==> config.mk <==
export PLATFORM = sky130hd
export DESIGN_NAME = instr_fetch_unit
export DESIGN_NICKNAME = d
export VERILOG_FILES = /design/src/rtl/instr_fetch_unit.sv
export SDC_FILE = /design/constraint.sdc
export NUM_CORES = 1
export LEC_CHECK = 0
export ABC_AREA = 1
export CORE_MARGIN = 2
export CORE_UTILIZATION = 48
export CTS_CLUSTER_SIZE = 10
export DETAILED_ROUTE_END_ITERATION = 10
export GPL_TIMING_DRIVEN = 0
export HOLD_SLACK_MARGIN = 0.12
export PLACE_DENSITY = 0.9
export REMOVE_ABC_BUFFERS = 1
export SYNTH_ARGS = -nofsm -noshare
export SYNTH_HDL_FRONTEND = slang
export SYNTH_SLANG_ARGS = --single-unit
==> constraint.sdc <==
create_clock -name clk -period 8.3 [get_ports clk]
set_input_delay 0.83 -clock clk [delete_from_list [all_inputs] [get_ports clk]]
set_output_delay 0.83 -clock clk [all_outputs]
set_load 0.01 [all_outputs]
==> src/rtl/instr_fetch_unit.sv <==
// Instruction fetch front end: holds the PC, fetches one word at a time over
// a req/gnt/rvalid memory handshake and presents the registered instruction,
// its PC and decoded fields to the core with a valid/ready handshake.
module instr_fetch_unit #(
    parameter int                ADDR_W   = 32,
    parameter int                INSTR_W  = 32,
    parameter logic [ADDR_W-1:0] RESET_PC = {ADDR_W{1'b0}}
) (
    input  logic               clk,
    input  logic               rst,
    input  logic               fetch_en_in,
    output logic               imem_req_out,
    output logic [ADDR_W-1:0]  imem_addr_out,
    input  logic               imem_gnt_in,
    input  logic               imem_rvalid_in,
    input  logic [INSTR_W-1:0] imem_rdata_in,
    output logic               instr_valid_out,
    input  logic               instr_ready_in,
    output logic [INSTR_W-1:0] instr_out,
    output logic [ADDR_W-1:0]  pc_out,
    output logic [6:0]         op_code_out,
    output logic [2:0]         func3_out,
    output logic [6:0]         func7_out,
    input  logic               redirect_in,
    input  logic [ADDR_W-1:0]  redirect_addr_in
);

    typedef enum logic [1:0] {
        ST_IDLE = 2'd0,
        ST_REQ  = 2'd1,
        ST_WAIT = 2'd2,
        ST_HOLD = 2'd3
    } state_t;

    // Sequential step and word-alignment mask for redirect targets.
    localparam logic [ADDR_W-1:0] PC_STEP   = ADDR_W'(3'd4);
    localparam logic [ADDR_W-1:0] WORD_MASK = ~(ADDR_W'(2'b11));

    state_t               state_r;
    state_t               state_s;
    logic [ADDR_W-1:0]    pc_r;
    logic [ADDR_W-1:0]    pc_s;
    logic                 req_r;
    logic                 valid_r;
    logic [INSTR_W-1:0]   instr_r;
    logic [ADDR_W-1:0]    pc_out_r;
    logic                 accept_s;
    logic                 load_s;

    // Next-state, next-PC and response-capture decode.
    always_comb begin
        state_s  = state_r;
        pc_s     = pc_r;
        accept_s = valid_r & instr_ready_in;
        load_s   = 1'b0;
        case (state_r)
            ST_IDLE: begin
                if (fetch_en_in) begin
                    state_s = ST_REQ;
                end else begin
                    state_s = ST_IDLE;
                end
            end
            ST_REQ: begin
                // A raised request is held until granted, whatever fetch_en does.
                if (imem_gnt_in) begin
                    state_s = ST_WAIT;
                end else begin
                    state_s = ST_REQ;
                end
            end
            ST_WAIT: begin
                if (imem_rvalid_in) begin
                    load_s  = 1'b1;
                    state_s = ST_HOLD;
                end else begin
                    state_s = ST_WAIT;
                end
            end
            ST_HOLD: begin
                if (accept_s) begin
                    if (redirect_in) begin
                        pc_s = redirect_addr_in & WORD_MASK;
                    end else begin
                        pc_s = pc_r + PC_STEP;
                    end
                    if (fetch_en_in) begin
                        state_s = ST_REQ;
                    end else begin
                        state_s = ST_IDLE;
                    end
                end else begin
                    state_s = ST_HOLD;
                end
            end
            default: begin
                state_s = ST_IDLE;
            end
        endcase
    end

    // State, PC and registered handshake outputs derived from the next state.
    always_ff @(posedge clk or posedge rst) begin
        if (rst) begin
            state_r <= ST_IDLE;
            pc_r    <= RESET_PC;
            req_r   <= 1'b0;
            valid_r <= 1'b0;
        end else begin
            state_r <= state_s;
            pc_r    <= pc_s;
            req_r   <= (state_s == ST_REQ);
            valid_r <= (state_s == ST_HOLD);
        end
    end

    // Capture the returned instruction and the PC it was fetched from.
    always_ff @(posedge clk or posedge rst) begin
        if (rst) begin
            instr_r  <= {INSTR_W{1'b0}};
            pc_out_r <= RESET_PC;
        end else if (load_s) begin
            instr_r  <= imem_rdata_in;
            pc_out_r <= pc_r;
        end else begin
            instr_r  <= instr_r;
            pc_out_r <= pc_out_r;
        end
    end

    // The PC only changes on accept (in HOLD), so it is stable while requesting.
    assign imem_req_out    = req_r;
    assign imem_addr_out   = pc_r;
    assign instr_valid_out = valid_r;
    assign instr_out       = instr_r;
    assign pc_out          = pc_out_r;
    assign op_code_out     = instr_r[6:0];
    assign func3_out       = instr_r[14:12];
    assign func7_out       = instr_r[31:25];

endmodule

==> results.toml <==
[status]
status = "completed"

[routing]
wl_met2_um = 6819
route.vias.total = 4551
finalWirelength_um = 13470
drt-met1-wl_um = 5440
dr.max_layer_used = "met4"
first_iter_violations = 231
vias_per_cell = 5.068
antenna_left = 0
drc_errors = 0
dr.pass1.iters = 5
dr_wl_met3_um = 928
drt-wirelength-per-cell_um = 15.00

[layout]
postLayoutCellArea_um2 = 6960
post-route-util_pct = 68.03
final_common_cell = "clkdlybuf4s50_1"
fillCellCount = 831
area_growth_pct = 38.28
layout-drive-gt1-share_pct = 10.76
diodes = 0
layout_common_cells = "clkdlybuf4s50_1, nand2_1, dfrtp_1"
seqCellArea_um2 = 2402
num-nets-final = 829
multi_input_area_um2 = 2162

[critical_path]
cp-end-kind = "register"
worstPathRequired_ns = 8.56
start_kind = "input port"
crit_type = "input port to register"
arrival_ns = 3.25
cp_max_fo = 28

[yosys]
synth-main-ff-cell = "dfrtp_1"
synth_warnings = 0
synthCells = 605
ys_seq_area_share_pct = 47.73
ys_seq_elements = 96
syn_area_um2 = 5034
ys_types = 34
avgSynthCellArea_um2 = 8.320
async_reset_ff_share_pct = 100.0
synth_edf_count = 0

[global_route]
grt_pass1_vias = 4556
grt_overflow = 0
grt_pass1_wl_um = 21830
antenna_found_initial = 0
grt_start_max_net_pins = 91
grt_use_total_pct = 24.15

[clock_tree]
cts_tree = "done"
clock_tree.root_cell = "clkbuf_8"
clk_transition_reported_paths_ns = 0.09
insertion_delay_ns = 0.35
cts_sinks = 96
ctsResizeCount = 0
post_cts_buffers = 0
cts_htree_levels = 3
hold_buffers = 0
cts_inserted_buffers = 9
cts.path.max_buffers = 2

[floorplanning]
io_pins = 186
fp-row-count = 37
initial_utilization_pct = 49.20
fp.coreArea_um2 = 10230
die_w_um = 106.4
dieArea_um2 = 11320
die_h_um = 106.4

[pwr]
vdd_drop_max_uv = 167.5
powerDensity_nw_per_um2 = 351.9
p_leak_nw = 3.104
power_mw = 2.449

[worst_hold_path]
hp-class = "register to register"

[sta]
worstMarginPinSlew_ns = 1.022
setup_tns_ns = 0
hold_viol_final = 0
period_minus_slack_ns = 2.997
clock.fmax_mhz = 333.6
setup_violations = 0
slew_viol_final = 0
rsz0062_at_grt = "no"
finalClockSkew_ns = 0.01077
max-slew-margin-rel_pct = 31.87
timing.final.crit_share_pct = 36.11

[place]
post_dp_cell_area_um2 = 6775
hpwlAfterDp_um = 9858
gp_congestion = 0.9117
io_buffers = 179

[job]
cap_violations = 0
-- cell usage after synthesis, types with 3 or more instances --
master,number,area [µm²]
a21oi_1,13,65.06
a21oi_2,3,26.28
a22oi_1,3,22.52
buf_2,9,45.04
buf_4,23,172.7
buf_6,4,45.04
clkbuf_1,7,26.28
dfrtp_1,96,2402
inv_1,48,180.2
inv_2,3,11.26
mux2_1,3,33.78
mux2_2,32,360.4
nand2_1,169,634.4
nand2_2,10,62.56
nand3_1,30,150.1
nor2_1,70,262.8
nor2_2,5,31.28
nor2_4,5,56.30
o21ai_0,51,255.2
o21ai_1,4,20.02
-- registers in the layout (all words and copies together), names as in the netlist --
register and cells:
instr_out 32, imem_addr_out 30, pc_out 30, state_r 2, imem_req_out 1, instr_valid_out 1
-- final timing paths --
kind                                             start                       endpoint  slack [ns]  cells past startpoint
worst max-delay path                       redirect_in  imem_addr_out[25]$_DFFE_PP0P_        5.30                      7
worst min-delay path            pc_out[21]$_DFFE_PP0P_         pc_out[21]$_DFFE_PP0P_        0.49                      2
worst max register to register    state_r[1]$_DFF_PP0_   imem_addr_out[5]$_DFFE_PP0P_        6.24                      6
worst min register to register  pc_out[21]$_DFFE_PP0P_         pc_out[21]$_DFFE_PP0P_        0.49                      2
max in group asynchronous                          rst   imem_addr_out[8]$_DFFE_PP0P_        6.82                      3
min in group asynchronous                          rst       instr_out[6]$_DFFE_PP0P_        0.81                      2
-- cell families (layout without fill, tap and decap cells) --
logic type               Yosys count  after routing  synth area share, %
AND/OR/NAND/NOR                  299            299                26.10
flip-flops                        96             96                47.73
buffers and inverters             94            248                9.545
AO/OA/AOI/OAI                     79             79                8.476
multiplexers                      35             35                7.830
adder cells (fa/ha/maj)            1              1               0.2485
other                              1              4              0.07450
-- per-stage QoR --
stage	hold slack, ns	cells	worst slack [ns]
6_report	0.4919	898	5.303
5_1_grt	0.5199	898	5.141
4_1_cts	0.4988	898	5.331
3_5_place_dp	0.4773	882	4.970
3_3_place_gp	0.4690	880	3.565
2_1_floorplan	0.5187	565	4.965
-- critical path, cell delays in order --
cell	delay [ns]
clkdlybuf4s50_1	1.09
inv_1	0.61
buf_16	0.34
nor2_1	0.15
nor2_1	0.07
nand2_1	0.09
nand2_1	0.04
-- where the power goes --
group / switching [mW] / internal, mW / total, mW / leakage [nW]
Clock: 0.158 / 0.134 / 0.292 / 0.0927
Combinational: 0.580 / 0.679 / 1.26 / 1.85
Sequential: 0.206 / 0.692 / 0.899 / 1.16
-- cell type report --
type	instances	area share (%)
clock inverter	2	0.1798
sequential	96	34.51
tap	136	2.445
inverter	51	2.786
timing repair buffer	181	26.53
multi-input combinational	418	31.06
clock buffer	14	2.481
-- per-layer routing --
metal / up-vias / GRT usage, %
met4: 0 / 9.211
met5: - / 0
met3: 20 / 4.414
li1: 2196 / -
met1: 2146 / 29.37
met2: 189 / 42.49
No activity file was read; power rests on OpenSTA's default activity.
